<file path="config.mk">
export PLATFORM = sky130hd
export DESIGN_NAME = rsa_keygen_ext_flat
export DESIGN_NICKNAME = d
export VERILOG_FILES = /design/src/rtl/rsa_keygen_ext_if.sv /design/src/rtl/rsa_keygen_ext.sv /design/src/flat_wrapper.sv
export SDC_FILE = /design/constraint.sdc
export NUM_CORES = 1
export LEC_CHECK = 0
export CAP_MARGIN = 20
export CORE_MARGIN = 2
export CORE_UTILIZATION = 55
export CTS_BUF_LIST = sky130_fd_sc_hd__clkbuf_16
export CTS_CLUSTER_SIZE = 8
export DETAILED_ROUTE_END_ITERATION = 8
export GPL_ROUTABILITY_DRIVEN = 0
export HOLD_SLACK_MARGIN = 0.1
export PLACE_DENSITY = 0.74
export SETUP_SLACK_MARGIN = 0.2
export SLEW_MARGIN = 25
export SYNTH_ARGS = -nofsm -noshare
export SYNTH_HDL_FRONTEND = slang
export SYNTH_SLANG_ARGS = --single-unit
</file>
<file path="constraint.sdc">
create_clock -name clk -period 17.2 [get_ports clk]
set_input_delay 1.72 -clock clk [delete_from_list [all_inputs] [get_ports clk]]
set_output_delay 1.72 -clock clk [all_outputs]
set_load 0.01 [all_outputs]
</file>
<file path="src/rtl/rsa_keygen_ext_if.sv">
// Request/result bundle between the RSA key generator and its requester.
interface rsa_keygen_ext_if #(
    parameter int WIDTH = 8
);
    logic                   start;
    logic                   mode;
    logic [WIDTH-1:0]       p;
    logic [WIDTH-1:0]       q;
    logic [2*WIDTH-1:0]     e_in;
    logic                   busy;
    logic                   finish;
    logic                   error;
    logic [2*WIDTH-1:0]     n;
    logic [2*WIDTH-1:0]     phi;
    logic [2*WIDTH-1:0]     e;
    logic [2*WIDTH-1:0]     d;

    modport master (
        output start, mode, p, q, e_in,
        input  busy, finish, error, n, phi, e, d
    );

    modport slave (
        input  start, mode, p, q, e_in,
        output busy, finish, error, n, phi, e, d
    );
endinterface

</file>
<file path="src/rtl/rsa_keygen_ext.sv">
// RSA key generator: n, phi, public exponent e (searched or supplied) and
// private exponent d = e^-1 mod phi via subtractive extended Euclid.
module rsa_keygen_ext #(
    parameter int WIDTH   = 8,
    parameter int E_START = 3,
    parameter int TIMEOUT = 4096
) (
    input  logic              clk,
    input  logic              rst_n,
    rsa_keygen_ext_if.slave   bus
);
    localparam int WW = 2 * WIDTH;
    localparam int TW = WW + 2;
    localparam int CW = $clog2(TIMEOUT + 1);

    localparam logic [WIDTH-1:0] P_MIN     = WIDTH'(2);
    localparam logic [WW-1:0]    ZERO_W    = {WW{1'b0}};
    localparam logic [WW-1:0]    ONE_W     = WW'(1);
    localparam logic [WW-1:0]    THREE_W   = WW'(3);
    localparam logic [WW-1:0]    E_START_W = WW'(E_START);
    localparam logic [CW-1:0]    WD_LAST   = CW'(TIMEOUT - 1);
    localparam logic [CW-1:0]    WD_ONE    = CW'(1);

    typedef enum logic [2:0] {
        S_IDLE    = 3'd0,
        S_CALC    = 3'd1,
        S_CHECK   = 3'd2,
        S_EU_INIT = 3'd3,
        S_EU_STEP = 3'd4,
        S_EVAL    = 3'd5,
        S_NEXT_E  = 3'd6,
        S_DONE    = 3'd7
    } state_t;

    state_t                 state_q, state_d;
    logic [WIDTH-1:0]       p_q, p_d, q_q, q_d;
    logic                   mode_q, mode_d;
    logic [WW-1:0]          e_in_q, e_in_d;
    logic [WW-1:0]          n_q, n_d, phi_q, phi_d, e_q, e_d, d_q, d_d;
    logic [WW-1:0]          cand_q, cand_d, a_q, a_d, b_q, b_d;
    logic signed [TW-1:0]   ta_q, ta_d, tb_q, tb_d;
    logic                   busy_q, busy_d, finish_q, finish_d, err_q, err_d;
    logic [CW-1:0]          wd_q, wd_d;

    logic                   chk_err_s;
    logic                   eval_ok_s;
    logic [WW-1:0]          cand_inc_s;
    logic                   next_over_s;
    logic                   wd_expire_s;
    logic signed [TW-1:0]   ta_fix_s;
    logic [WW-1:0]          p_ext_s, q_ext_s;

    assign p_ext_s     = {{WIDTH{1'b0}}, p_q};
    assign q_ext_s     = {{WIDTH{1'b0}}, q_q};
    // Invalid primes, out-of-range fixed exponent, or no room for a search.
    assign chk_err_s   = (p_q < P_MIN) || (q_q < P_MIN) ||
                         (mode_q ? ((e_in_q < THREE_W) || (e_in_q >= phi_q))
                                 : (E_START_W >= phi_q));
    assign eval_ok_s   = (a_q == ONE_W);
    assign cand_inc_s  = cand_q + ONE_W;
    assign next_over_s = (cand_inc_s >= phi_q);
    assign wd_expire_s = (wd_q >= WD_LAST) && (state_q != S_IDLE) && (state_q != S_DONE);
    // Negative inverse coefficient is folded back into [0, phi).
    assign ta_fix_s    = ta_q + $signed({2'b00, phi_q});

    // State and datapath registers with asynchronous clear.
    always_ff @(posedge clk or negedge rst_n) begin
        if (!rst_n) begin
            state_q  <= S_IDLE;
            p_q      <= {WIDTH{1'b0}};
            q_q      <= {WIDTH{1'b0}};
            mode_q   <= 1'b0;
            e_in_q   <= ZERO_W;
            n_q      <= ZERO_W;
            phi_q    <= ZERO_W;
            e_q      <= ZERO_W;
            d_q      <= ZERO_W;
            cand_q   <= ZERO_W;
            a_q      <= ZERO_W;
            b_q      <= ZERO_W;
            ta_q     <= {TW{1'b0}};
            tb_q     <= {TW{1'b0}};
            busy_q   <= 1'b0;
            finish_q <= 1'b0;
            err_q    <= 1'b0;
            wd_q     <= {CW{1'b0}};
        end else begin
            state_q  <= state_d;
            p_q      <= p_d;
            q_q      <= q_d;
            mode_q   <= mode_d;
            e_in_q   <= e_in_d;
            n_q      <= n_d;
            phi_q    <= phi_d;
            e_q      <= e_d;
            d_q      <= d_d;
            cand_q   <= cand_d;
            a_q      <= a_d;
            b_q      <= b_d;
            ta_q     <= ta_d;
            tb_q     <= tb_d;
            busy_q   <= busy_d;
            finish_q <= finish_d;
            err_q    <= err_d;
            wd_q     <= wd_d;
        end
    end

    // Next-state selection; the watchdog overrides every working state.
    always_comb begin
        state_d = state_q;
        if (wd_expire_s) begin
            state_d = S_DONE;
        end else begin
            case (state_q)
                S_IDLE:    state_d = bus.start ? S_CALC : S_IDLE;
                S_CALC:    state_d = S_CHECK;
                S_CHECK:   state_d = chk_err_s ? S_DONE : S_EU_INIT;
                S_EU_INIT: state_d = S_EU_STEP;
                S_EU_STEP: state_d = (b_q == ZERO_W) ? S_EVAL : S_EU_STEP;
                S_EVAL:    state_d = (eval_ok_s || mode_q) ? S_DONE : S_NEXT_E;
                S_NEXT_E:  state_d = next_over_s ? S_DONE : S_EU_INIT;
                S_DONE:    state_d = S_IDLE;
                default:   state_d = S_IDLE;
            endcase
        end
    end

    // Datapath and output register next values for the current state.
    always_comb begin
        p_d      = p_q;
        q_d      = q_q;
        mode_d   = mode_q;
        e_in_d   = e_in_q;
        n_d      = n_q;
        phi_d    = phi_q;
        e_d      = e_q;
        d_d      = d_q;
        cand_d   = cand_q;
        a_d      = a_q;
        b_d      = b_q;
        ta_d     = ta_q;
        tb_d     = tb_q;
        err_d    = err_q;
        busy_d   = (state_d != S_IDLE) && (state_d != S_DONE);
        finish_d = (state_d == S_DONE);
        wd_d     = (state_q == S_IDLE) ? {CW{1'b0}} : (wd_q + WD_ONE);
        if (wd_expire_s) begin
            err_d = 1'b1;
            e_d   = ZERO_W;
            d_d   = ZERO_W;
        end else begin
            case (state_q)
                S_IDLE: begin
                    if (bus.start) begin
                        p_d    = bus.p;
                        q_d    = bus.q;
                        mode_d = bus.mode;
                        e_in_d = bus.e_in;
                        err_d  = 1'b0;
                        e_d    = ZERO_W;
                        d_d    = ZERO_W;
                    end else begin
                        err_d  = err_q;
                    end
                end
                S_CALC: begin
                    n_d   = p_ext_s * q_ext_s;
                    phi_d = (p_ext_s - ONE_W) * (q_ext_s - ONE_W);
                end
                S_CHECK: begin
                    cand_d = mode_q ? e_in_q : E_START_W;
                    if (chk_err_s) begin
                        err_d = 1'b1;
                    end else begin
                        err_d = 1'b0;
                    end
                end
                S_EU_INIT: begin
                    a_d  = phi_q;
                    ta_d = {TW{1'b0}};
                    b_d  = cand_q;
                    tb_d = {{(TW-1){1'b0}}, 1'b1};
                end
                S_EU_STEP: begin
                    if (b_q == ZERO_W) begin
                        a_d = a_q;
                    end else if (a_q >= b_q) begin
                        a_d  = a_q - b_q;
                        ta_d = ta_q - tb_q;
                    end else begin
                        a_d  = b_q;
                        ta_d = tb_q;
                        b_d  = a_q;
                        tb_d = ta_q;
                    end
                end
                S_EVAL: begin
                    if (eval_ok_s) begin
                        e_d = cand_q;
                        d_d = ta_q[TW-1] ? ta_fix_s[WW-1:0] : ta_q[WW-1:0];
                    end else if (mode_q) begin
                        err_d = 1'b1;
                    end else begin
                        err_d = 1'b0;
                    end
                end
                S_NEXT_E: begin
                    if (next_over_s) begin
                        err_d = 1'b1;
                    end else begin
                        cand_d = cand_inc_s;
                    end
                end
                S_DONE: begin
                    err_d = err_q;
                end
                default: begin
                    err_d = err_q;
                end
            endcase
        end
    end

    assign bus.busy   = busy_q;
    assign bus.finish = finish_q;
    assign bus.error  = err_q;
    assign bus.n      = n_q;
    assign bus.phi    = phi_q;
    assign bus.e      = e_q;
    assign bus.d      = d_q;
endmodule

</file>
<file path="src/flat_wrapper.sv">
// flat-port wrapper written by rule: the top's interface ports become plain ports
module rsa_keygen_ext_flat 
#(
    parameter int WIDTH   = 8,
    parameter int E_START = 3,
    parameter int TIMEOUT = 4096
)
  (clk, rst_n, bus_start, bus_mode, bus_p, bus_q, bus_e_in, bus_busy, bus_finish, bus_error, bus_n, bus_phi, bus_e, bus_d);
  rsa_keygen_ext_if #(.WIDTH(WIDTH)) bus_i ();
  input  logic clk;
  input  logic rst_n;
  input wire logic [$bits(bus_i.start)-1:0] bus_start;
  input wire logic [$bits(bus_i.mode)-1:0] bus_mode;
  input wire logic [$bits(bus_i.p)-1:0] bus_p;
  input wire logic [$bits(bus_i.q)-1:0] bus_q;
  input wire logic [$bits(bus_i.e_in)-1:0] bus_e_in;
  output wire logic [$bits(bus_i.busy)-1:0] bus_busy;
  output wire logic [$bits(bus_i.finish)-1:0] bus_finish;
  output wire logic [$bits(bus_i.error)-1:0] bus_error;
  output wire logic [$bits(bus_i.n)-1:0] bus_n;
  output wire logic [$bits(bus_i.phi)-1:0] bus_phi;
  output wire logic [$bits(bus_i.e)-1:0] bus_e;
  output wire logic [$bits(bus_i.d)-1:0] bus_d;
  assign bus_i.start = bus_start;
  assign bus_i.mode = bus_mode;
  assign bus_i.p = bus_p;
  assign bus_i.q = bus_q;
  assign bus_i.e_in = bus_e_in;
  assign bus_busy = bus_i.busy;
  assign bus_finish = bus_i.finish;
  assign bus_error = bus_i.error;
  assign bus_n = bus_i.n;
  assign bus_phi = bus_i.phi;
  assign bus_e = bus_i.e;
  assign bus_d = bus_i.d;
  rsa_keygen_ext #(.WIDTH(WIDTH), .E_START(E_START), .TIMEOUT(TIMEOUT)) u_core (.clk(clk), .rst_n(rst_n), .bus(bus_i));
endmodule
</file>
==> run_summary.xml, run 1 <==
<?xml version="1.0" encoding="UTF-8"?>
<metrics>
  <group name="outcome">
    <metric name="status" unit="">completed</metric>
  </group>
  <group name="clocking">
    <metric name="clock_insertion_delay_worst_skew" unit="ns">0.47</metric>
    <metric name="post-cts-setup-buffers" unit="">0</metric>
    <metric name="clock_tree.root_cell" unit="">clkbuf_16</metric>
    <metric name="worst_setup_hold_path_clk_slew" unit="ns">0.07</metric>
    <metric name="clk_path_buf_depth" unit="">2</metric>
    <metric name="post_cts_hold_buffer_count" unit="">0</metric>
    <metric name="h-tree-depth" unit="">4</metric>
    <metric name="cts_tree" unit="">built</metric>
    <metric name="clock_sink_count" unit="">200</metric>
    <metric name="numCtsBuffers" unit="">17</metric>
    <metric name="post_cts.resized_instances" unit="">0</metric>
  </group>
  <group name="logic_synthesis">
    <metric name="netlist_area_before_placement" unit="µm²">17750</metric>
    <metric name="synth-edff-count" unit="">0</metric>
    <metric name="synth.distinct_cells" unit="">70</metric>
    <metric name="synthesis.yosys.warnings" unit="">0</metric>
    <metric name="synth_largest_type_area_fraction" unit="%">28.20</metric>
    <metric name="mappedNetlistNets" unit="">2295</metric>
    <metric name="synthTopCellsByArea" unit="">dfrtp_1 28%, fa_1 13%, ha_1 12%</metric>
    <metric name="netlist_instances" unit="">1970</metric>
    <metric name="ys_async_sr_fraction" unit="%">100.0</metric>
    <metric name="synth.yosys.seq_area_share" unit="%">28.20</metric>
    <metric name="synth_area_leader_cell" unit="">dfrtp_1</metric>
    <metric name="synth_seq_cells" unit="">200</metric>
    <metric name="synthesis.area_per_instance" unit="µm²">9.009</metric>
    <metric name="yosys_most_used_dff" unit="">dfrtp_1</metric>
  </group>
  <group name="layout">
    <metric name="layout-drive-gt1-share" unit="%">5.940</metric>
    <metric name="layout.nets" unit="">2349</metric>
    <metric name="antennaDiodeCount" unit="">0</metric>
    <metric name="area.growth.synth_to_final" unit="%">10.55</metric>
  </group>
  <group name="placement">
    <metric name="place.port_buffers" unit="">102</metric>
    <metric name="place.detailed.hpwl" unit="µm">34040</metric>
  </group>
  <group name="worst_setup_path">
    <metric name="r2r_cells" unit="">25</metric>
    <metric name="timing.critical_path.mode_cell" unit="">inv_1</metric>
    <metric name="r2r_start" unit="">u_core.q_q[0]</metric>
    <metric name="crit_path_max_fanout" unit="">19</metric>
    <metric name="worstSetupStartpointType" unit="">flip-flop</metric>
    <metric name="worstSetupPathType" unit="">flip-flop to flip-flop</metric>
    <metric name="slowest_stage" unit="">dfrtp_1</metric>
    <metric name="critPathCaptureType" unit="">flip-flop</metric>
    <metric name="worst_r2r_endpoint" unit="">u_core.bus.phi[15]</metric>
    <metric name="critical_path_arrival" unit="ns">7.50</metric>
    <metric name="crit_path_start" unit="">u_core.q_q[0]</metric>
    <metric name="regToRegSetupSlack" unit="ns">10.02</metric>
    <metric name="largest_stage_delay_on_the_critical_path" unit="ns">0.75</metric>
    <metric name="crit_required" unit="ns">17.52</metric>
    <metric name="setup.worst_path.end" unit="">u_core.bus.phi[15]</metric>
  </group>
  <group name="global_route">
    <metric name="largest_net_degree_at_the_start_of_global_routing" unit="">89</metric>
    <metric name="wire_length_of_the_first_global_routing_pass" unit="µm">74290</metric>
    <metric name="globalRouteTotalUtil" unit="%">27.70</metric>
    <metric name="grt_pass1_vias" unit="">14510</metric>
    <metric name="leftover_overflow_at_the_end_of_global_routing" unit="">0</metric>
    <metric name="antenna_violations_before_repair" unit="">0</metric>
  </group>
  <group name="hold_path">
    <metric name="worst_hold_path_type" unit="">flip-flop to flip-flop</metric>
  </group>
  <group name="sta">
    <metric name="relSlewSlack" unit="%">30.21</metric>
    <metric name="final_max_slew_viol_count" unit="">0</metric>
    <metric name="achievable-frequency" unit="MHz">139.2</metric>
    <metric name="finalWorstPathRequiredPeriod" unit="ns">7.182</metric>
    <metric name="setup-tns-final" unit="ns">0</metric>
    <metric name="hold_violations" unit="">0</metric>
    <metric name="fin_skew" unit="ns">0.01989</metric>
    <metric name="min_period_over_period" unit="%">41.76</metric>
    <metric name="setup_violations" unit="">0</metric>
    <metric name="unrepaired_setup_endpoints_after_global_routing" unit="">false</metric>
    <metric name="tightestPinTransition" unit="ns">1.043</metric>
  </group>
  <group name="route">
    <metric name="postRouteAntennaNets" unit="">0</metric>
    <metric name="drtPass1Iterations" unit="">5</metric>
    <metric name="detail_route.vias_per_cell" unit="">5.927</metric>
    <metric name="routedWlPerCell" unit="µm">18.45</metric>
    <metric name="detailedRoute.firstIterationViolations" unit="">1172</metric>
    <metric name="route.final.wire_length" unit="µm">44990</metric>
    <metric name="drc_errors" unit="">0</metric>
    <metric name="via_count" unit="">14460</metric>
  </group>
  <group name="floorplan">
    <metric name="dieHeight" unit="µm">183.6</metric>
    <metric name="starting_utilization_of_the_core_area" unit="%">56.10</metric>
    <metric name="core_box_area" unit="µm²">31640</metric>
    <metric name="top_level_ports" unit="">103</metric>
    <metric name="die_w" unit="µm">183.6</metric>
    <metric name="row_count" unit="">65</metric>
    <metric name="floorplan.die_area" unit="µm²">33720</metric>
  </group>
  <group name="job">
    <metric name="timing.max_cap.violations" unit="">0</metric>
  </group>
</metrics>
[critical path, delay by kind of cell, from the launching register on]
family,cells,cell delay (ns)
fa+ha+maj,8,3.73
flops,1,0.75
xor+xnor,2,0.75
compound gates,4,0.73
simple gates,4,0.57
buf+inv,7,0.52
[synthesized netlist by cell type, types with 4 or more instances]
| library cell | count |
|---|---|
| o21ai_0 | 113 |
| or3_1 | 13 |
| a32oi_1 | 11 |
| xor2_1 | 43 |
| nand4_1 | 19 |
| fa_1 | 116 |
| inv_1 | 245 |
| o21ai_1 | 5 |
| a311oi_1 | 11 |
| o21a_1 | 14 |
| nand2_1 | 193 |
| a21o_1 | 39 |
| xnor2_1 | 67 |
| o41ai_1 | 6 |
| or2_2 | 21 |
| a22o_1 | 22 |
| and4_1 | 4 |
| ha_1 | 173 |
| a211o_1 | 5 |
| and2_1 | 43 |
| a21boi_0 | 4 |
| a21oi_1 | 77 |
| o211ai_1 | 6 |
| o31a_1 | 9 |
| and3_1 | 12 |
| buf_2 | 7 |
| o21bai_1 | 7 |
| nor2_1 | 173 |
| nand3_1 | 17 |
| mux2_2 | 42 |
| nor2b_1 | 15 |
| o31ai_1 | 25 |
| nor4_1 | 18 |
| a211oi_1 | 5 |
| buf_1 | 4 |
| dfrtp_1 | 200 |
| a31oi_1 | 24 |
| clkbuf_1 | 66 |
| nand2b_1 | 11 |
| mux2i_1 | 13 |
| nor3_1 | 29 |
[area by class of cell]
cell class                      instances  area, µm²
Sequential cell                       200       5005
Inverter                              245      919.6
Timing Repair Buffer                  116       1130
Multi-Input combinational cell       1444      11520
Tap cell                              402      503.0
Clock buffer                           17      425.4
Clock inverter                         15      117.6
Fill cell                            2701      12020
[flip-flops by register name, summed over array words and instances (netlist names)]
register,flops
u_core.e_in_q,16
u_core.bus.n,16
u_core.wd_q,13
u_core.tb_q,18
u_core.mode_q,1
u_core.bus.busy,1
u_core.bus.d,16
u_core.ta_q,18
u_core.bus.error,1
u_core.bus.e,16
u_core.state_q,3
u_core.q_q,8
u_core.p_q,8
u_core.b_q,16
u_core.bus.phi,16
u_core.cand_q,16
u_core.bus.finish,1
u_core.a_q,16
[worst min-delay path by stage]
stage | slack (ns) | from | end | cells past startpoint
2_1_floorplan | 0.47 | u_core.a_q[0] | u_core.a_q[0] | 2
3_3_place_gp | 0.46 | u_core.bus.d[6] | u_core.bus.d[6] | 2
3_5_place_dp | 0.47 | u_core.bus.d[6] | u_core.bus.d[6] | 2
4_1_cts | 0.49 | u_core.bus.d[6] | u_core.bus.d[6] | 2
5_1_grt | 0.52 | u_core.bus.d[5] | u_core.bus.d[5] | 2
6_report | 0.48 | u_core.bus.d[6] | u_core.bus.d[6] | 2
[routing by layer]
layer | wire length, µm | part of all wire, % | GRT usage, %
met2 | 21580 | 48 | 47.17
met3 | 2430 | 5.4 | 4.002
met5 | 0 | 0 | 0
met1 | 19680 | 44 | 36.17
met4 | 1305 | 2.9 | 9.728
[kinds of logic after synthesis]
family	share of synthesized area, %
AOI/OAI and AO/OA	15.45
xor gates and xnor gates	5.428
adders and majority gates	25.28
buffers and inverters	7.050
DFF	28.20
muxes	3.398
and+or+nand+nor	15.20
[through the flow]
stage	utilization [%]	area [µm²]	cells	setup WS [ns]	hold slack (ns)
after floorplan	-	17750	1970	10.87	0.4704
after global routing	62.02	19620	2439	9.574	0.5191
after CTS	62.02	19620	2439	10.14	0.4873
after detailed placement	60.30	19080	2407	10.16	0.4705
final	62.02	19620	2439	10.02	0.4792
after global placement	60.29	19070	2407	10.38	0.4643
[cell usage in the layout (no fill, tap or decap), types with 6 or more instances in the layout]
cell and count:
inv_1 246, dfrtp_1 200, nand2_1 193, nor2_1 173, ha_1 173, fa_1 116
o21ai_0 113, clkdlybuf4s50_1 101, a21oi_1 77, xnor2_1 67, and2_1 44, xor2_1 43
mux2_2 42, a21o_1 39, nor3_1 29, a31oi_1 24, o31ai_1 24, a22o_1 22
or2_2 21, nand4_1 19, nor4_1 18, nand3_1 17, clkbuf_16 17, nor2b_1 14
o21a_1 14, buf_4 14, or3_1 13, mux2i_1 13, and3_1 12, nand2b_1 11
a311oi_1 11, a32oi_1 11, o31a_1 9, o21bai_1 7, o211ai_1 6, o41ai_1 6
inv_6 6
Power of run 1 is left out: the tool's default activity adds up to more than one toggle a clock period on the data nets, which glitch-free logic cannot reach.
==> inputs of run 2 (changes only) <==
--- a/config.mk
+++ b/config.mk
@@ -13,7 +13,7 @@
 export DETAILED_ROUTE_END_ITERATION = 8
 export GPL_ROUTABILITY_DRIVEN = 0
 export HOLD_SLACK_MARGIN = 0.1
-export PLACE_DENSITY = 0.74
+export PLACE_DENSITY = 0.77
 export SETUP_SLACK_MARGIN = 0.2
 export SLEW_MARGIN = 25
 export SYNTH_ARGS = -nofsm -noshare
==> constraint.sdc (replaced) <==
create_clock -name clk -period 5.9 [get_ports clk]
set_input_delay 0.59 -clock clk [delete_from_list [all_inputs] [get_ports clk]]
set_output_delay 0.59 -clock clk [all_outputs]
set_load 0.01 [all_outputs]
==> run 2 against run 1 <==
The run now ends with negative setup slack left. First-iteration DRC count is 2.0% higher. Register-to-register slack worse by 10 ns. Sequential share of layout area is 1.4 points lower. Critical endpoint is now u_core.bus.phi[14]. Via count is 2.5% higher. Die area stayed put. Routed wire length is 4.9% higher. Highest routed layer is now met5. Worst setup slack worse by 10 ns. Critical path depth is 3 lower. Clock-buffer cell count stayed put. Global-route usage is 1.0 points higher. Final cell count is 2.9% higher. Flip-flop and latch count stayed put.
==> run_summary.xml, run 2 (synthesis gave the netlist of run 1 again) <==
<?xml version="1.0" encoding="UTF-8"?>
<metrics>
  <group name="layout">
    <metric name="layout.nets" unit="">2420</metric>
    <metric name="mostFrequentLayoutCell" unit="">inv_1</metric>
    <metric name="n_fill_cell" unit="">2408</metric>
    <metric name="cell_area_after_layout" unit="µm²">20810</metric>
    <metric name="area.sequential" unit="µm²">5009</metric>
    <metric name="postLayoutCoreUtil" unit="%">65.77</metric>
    <metric name="antennaDiodeCount" unit="">0</metric>
    <metric name="area.growth.synth_to_final" unit="%">17.23</metric>
    <metric name="final-instance-count-excl-fill" unit="">2510</metric>
    <metric name="multi_input_comb_area" unit="µm²">12050</metric>
    <metric name="biggestRegsByFlops" unit="">u_core.ta_q: 18 flops, u_core.tb_q: 18 flops</metric>
    <metric name="layout.cells.most_common_list" unit="">226 x inv_1, 197 x dfrtp_1, 192 x nand2_1, 161 x ha_1, 160 x nor2_1</metric>
    <metric name="layout-drive-gt1-share" unit="%">13.14</metric>
  </group>
  <group name="sta">
    <metric name="achievable-frequency" unit="MHz">169.2</metric>
    <metric name="setup_violations" unit="">1</metric>
    <metric name="hold_violations" unit="">0</metric>
    <metric name="min_period_over_period" unit="%">100.1</metric>
    <metric name="postLayoutSetupSlackWorst" unit="ns">-0.008834</metric>
    <metric name="setup-tns-final" unit="ns">-0.008834</metric>
    <metric name="relSlewSlack" unit="%">31.49</metric>
    <metric name="unrepaired_setup_endpoints_after_global_routing" unit="">true</metric>
    <metric name="final_max_slew_viol_count" unit="">0</metric>
    <metric name="tightestPinTransition" unit="ns">1.024</metric>
    <metric name="finalWorstPathRequiredPeriod" unit="ns">5.909</metric>
    <metric name="fin_skew" unit="ns">0.01909</metric>
  </group>
  <group name="worst_setup_path">
    <metric name="r2r_start" unit="">u_core.p_q[5]</metric>
    <metric name="worstSetupPathType" unit="">flip-flop to flip-flop</metric>
    <metric name="crit_path_max_fanout" unit="">5</metric>
    <metric name="worstSetupStartpointType" unit="">flip-flop</metric>
    <metric name="r2r_cells" unit="">22</metric>
    <metric name="critical_path_arrival" unit="ns">6.23</metric>
    <metric name="regToRegSetupSlack" unit="ns">-0.009</metric>
    <metric name="crit_required" unit="ns">6.22</metric>
    <metric name="worst_r2r_endpoint" unit="">u_core.bus.phi[14]</metric>
    <metric name="critPathCaptureType" unit="">flip-flop</metric>
    <metric name="crit_path_start" unit="">u_core.p_q[5]</metric>
  </group>
  <group name="route">
    <metric name="routedWlPerCell" unit="µm">18.81</metric>
    <metric name="route.final.wire_length" unit="µm">47220</metric>
    <metric name="detail_route.vias_per_cell" unit="">5.904</metric>
    <metric name="detailedRoute.firstIterationViolations" unit="">1195</metric>
    <metric name="via_count" unit="">14820</metric>
    <metric name="drtPass1Iterations" unit="">5</metric>
    <metric name="drc_errors" unit="">0</metric>
    <metric name="postRouteAntennaNets" unit="">0</metric>
  </group>
  <group name="floorplan">
    <metric name="row_count" unit="">65</metric>
    <metric name="top_level_ports" unit="">103</metric>
    <metric name="starting_utilization_of_the_core_area" unit="%">56.10</metric>
    <metric name="dieHeight" unit="µm">183.6</metric>
    <metric name="core_box_area" unit="µm²">31640</metric>
    <metric name="die_w" unit="µm">183.6</metric>
    <metric name="floorplan.die_area" unit="µm²">33720</metric>
  </group>
  <group name="clocking">
    <metric name="numCtsBuffers" unit="">17</metric>
    <metric name="h-tree-depth" unit="">4</metric>
    <metric name="clock_tree.root_cell" unit="">clkbuf_16</metric>
    <metric name="post_cts_hold_buffer_count" unit="">0</metric>
    <metric name="worst_setup_hold_path_clk_slew" unit="ns">0.08</metric>
    <metric name="clock_insertion_delay_worst_skew" unit="ns">0.47</metric>
    <metric name="clk_path_buf_depth" unit="">2</metric>
    <metric name="clock_sink_count" unit="">200</metric>
    <metric name="cts_tree" unit="">built</metric>
  </group>
  <group name="outcome">
    <metric name="violated_checks" unit="">negative setup slack</metric>
    <metric name="status" unit="">complete, but fails checks</metric>
  </group>
  <group name="global_route">
    <metric name="leftover_overflow_at_the_end_of_global_routing" unit="">0</metric>
    <metric name="antenna_violations_before_repair" unit="">1</metric>
    <metric name="largest_net_degree_at_the_start_of_global_routing" unit="">114</metric>
    <metric name="grt_pass1_vias" unit="">15090</metric>
    <metric name="wire_length_of_the_first_global_routing_pass" unit="µm">77000</metric>
    <metric name="globalRouteTotalUtil" unit="%">28.70</metric>
  </group>
  <group name="job">
    <metric name="timing.max_cap.violations" unit="">0</metric>
  </group>
  <group name="placement">
    <metric name="place.detailed.hpwl" unit="µm">34300</metric>
    <metric name="placedCellCount" unit="">2445</metric>
    <metric name="place_area" unit="µm²">19570</metric>
    <metric name="place.port_buffers" unit="">102</metric>
  </group>
  <group name="hold_path">
    <metric name="worst_hold_path_type" unit="">input pin to async pin</metric>
  </group>
</metrics>
==> run 2: cell types whose count changed in the layout (fill, tap and decap cells not counted), moves of 8 or more <==
| cell | before | now |
|---|---|---|
| buf_6 | 0 | 11 |
| ha_4 | 0 | 12 |
| buf_4 | 14 | 72 |
| xnor2_1 | 67 | 59 |
| nor2_2 | 0 | 12 |
| nor2_1 | 173 | 160 |
| inv_1 | 246 | 226 |
| ha_1 | 173 | 161 |
| inv_2 | 0 | 18 |
==> run 2: worst max path at each step <==
| stage | endpoint |
|---|---|
| 6_report | u_core.bus.phi[14] |
| 5_1_grt | u_core.bus.phi[14] |
| 4_1_cts | u_core.bus.phi[15] |
| 3_5_place_dp | u_core.bus.phi[15] |
| 3_3_place_gp | u_core.bus.phi[15] |
| 2_1_floorplan | u_core.bus.phi[15] |
==> run 2: through the flow <==
step	setup WS, ns	hold slack [ns]
floorplan	0.2123	0.2944
global placement	-0.05241	0.4643
detailed placement	-0.1394	0.4706
CTS	0.07896	0.2986
global route	-0.2404	0.3318
finish	-0.008834	0.2577
==> run 2: cell type report <==
type	instances	share of cell area, %
tap	402	2.417
inverter	245	4.444
timing repair buffer	186	8.215
multi-input combinational	1445	57.89
sequential	200	24.07
clock inverter	15	0.9141
clock buffer	17	2.045
==> run 2: worst max-delay path, cell delays in order (launching register included) <==
cell	delay [ns]
dfrtp_1	0.51
nor3_1	0.18
nand4_1	0.17
xor2_2	0.38
nor2_1	0.11
fa_1	0.54
inv_1	0.05
fa_1	0.47
inv_1	0.05
fa_1	0.47
inv_1	0.05
fa_1	0.47
inv_1	0.05
fa_1	0.49
inv_2	0.04
fa_1	0.54
inv_2	0.05
ha_4	0.24
o21a_1	0.11
o31a_1	0.13
o41ai_2	0.37
xor2_1	0.20
o21ai_1	0.09
==> run 2: timing repair <==
action                     4_1_cts  5_1_grt
pin swaps                       55       19
buffers inserted                26        6
gates resized for setup         55       27
gates cloned                     1        0
setup endpoints to repair        4        6
==> run 2: layer usage <==
metal  wire length, µm  track usage, %
met1             19510           36.55
met3              2978           4.556
met4              1884           11.10
met2             22830           49.15
met5                10               0
Power of run 2 is left out for the same reason.
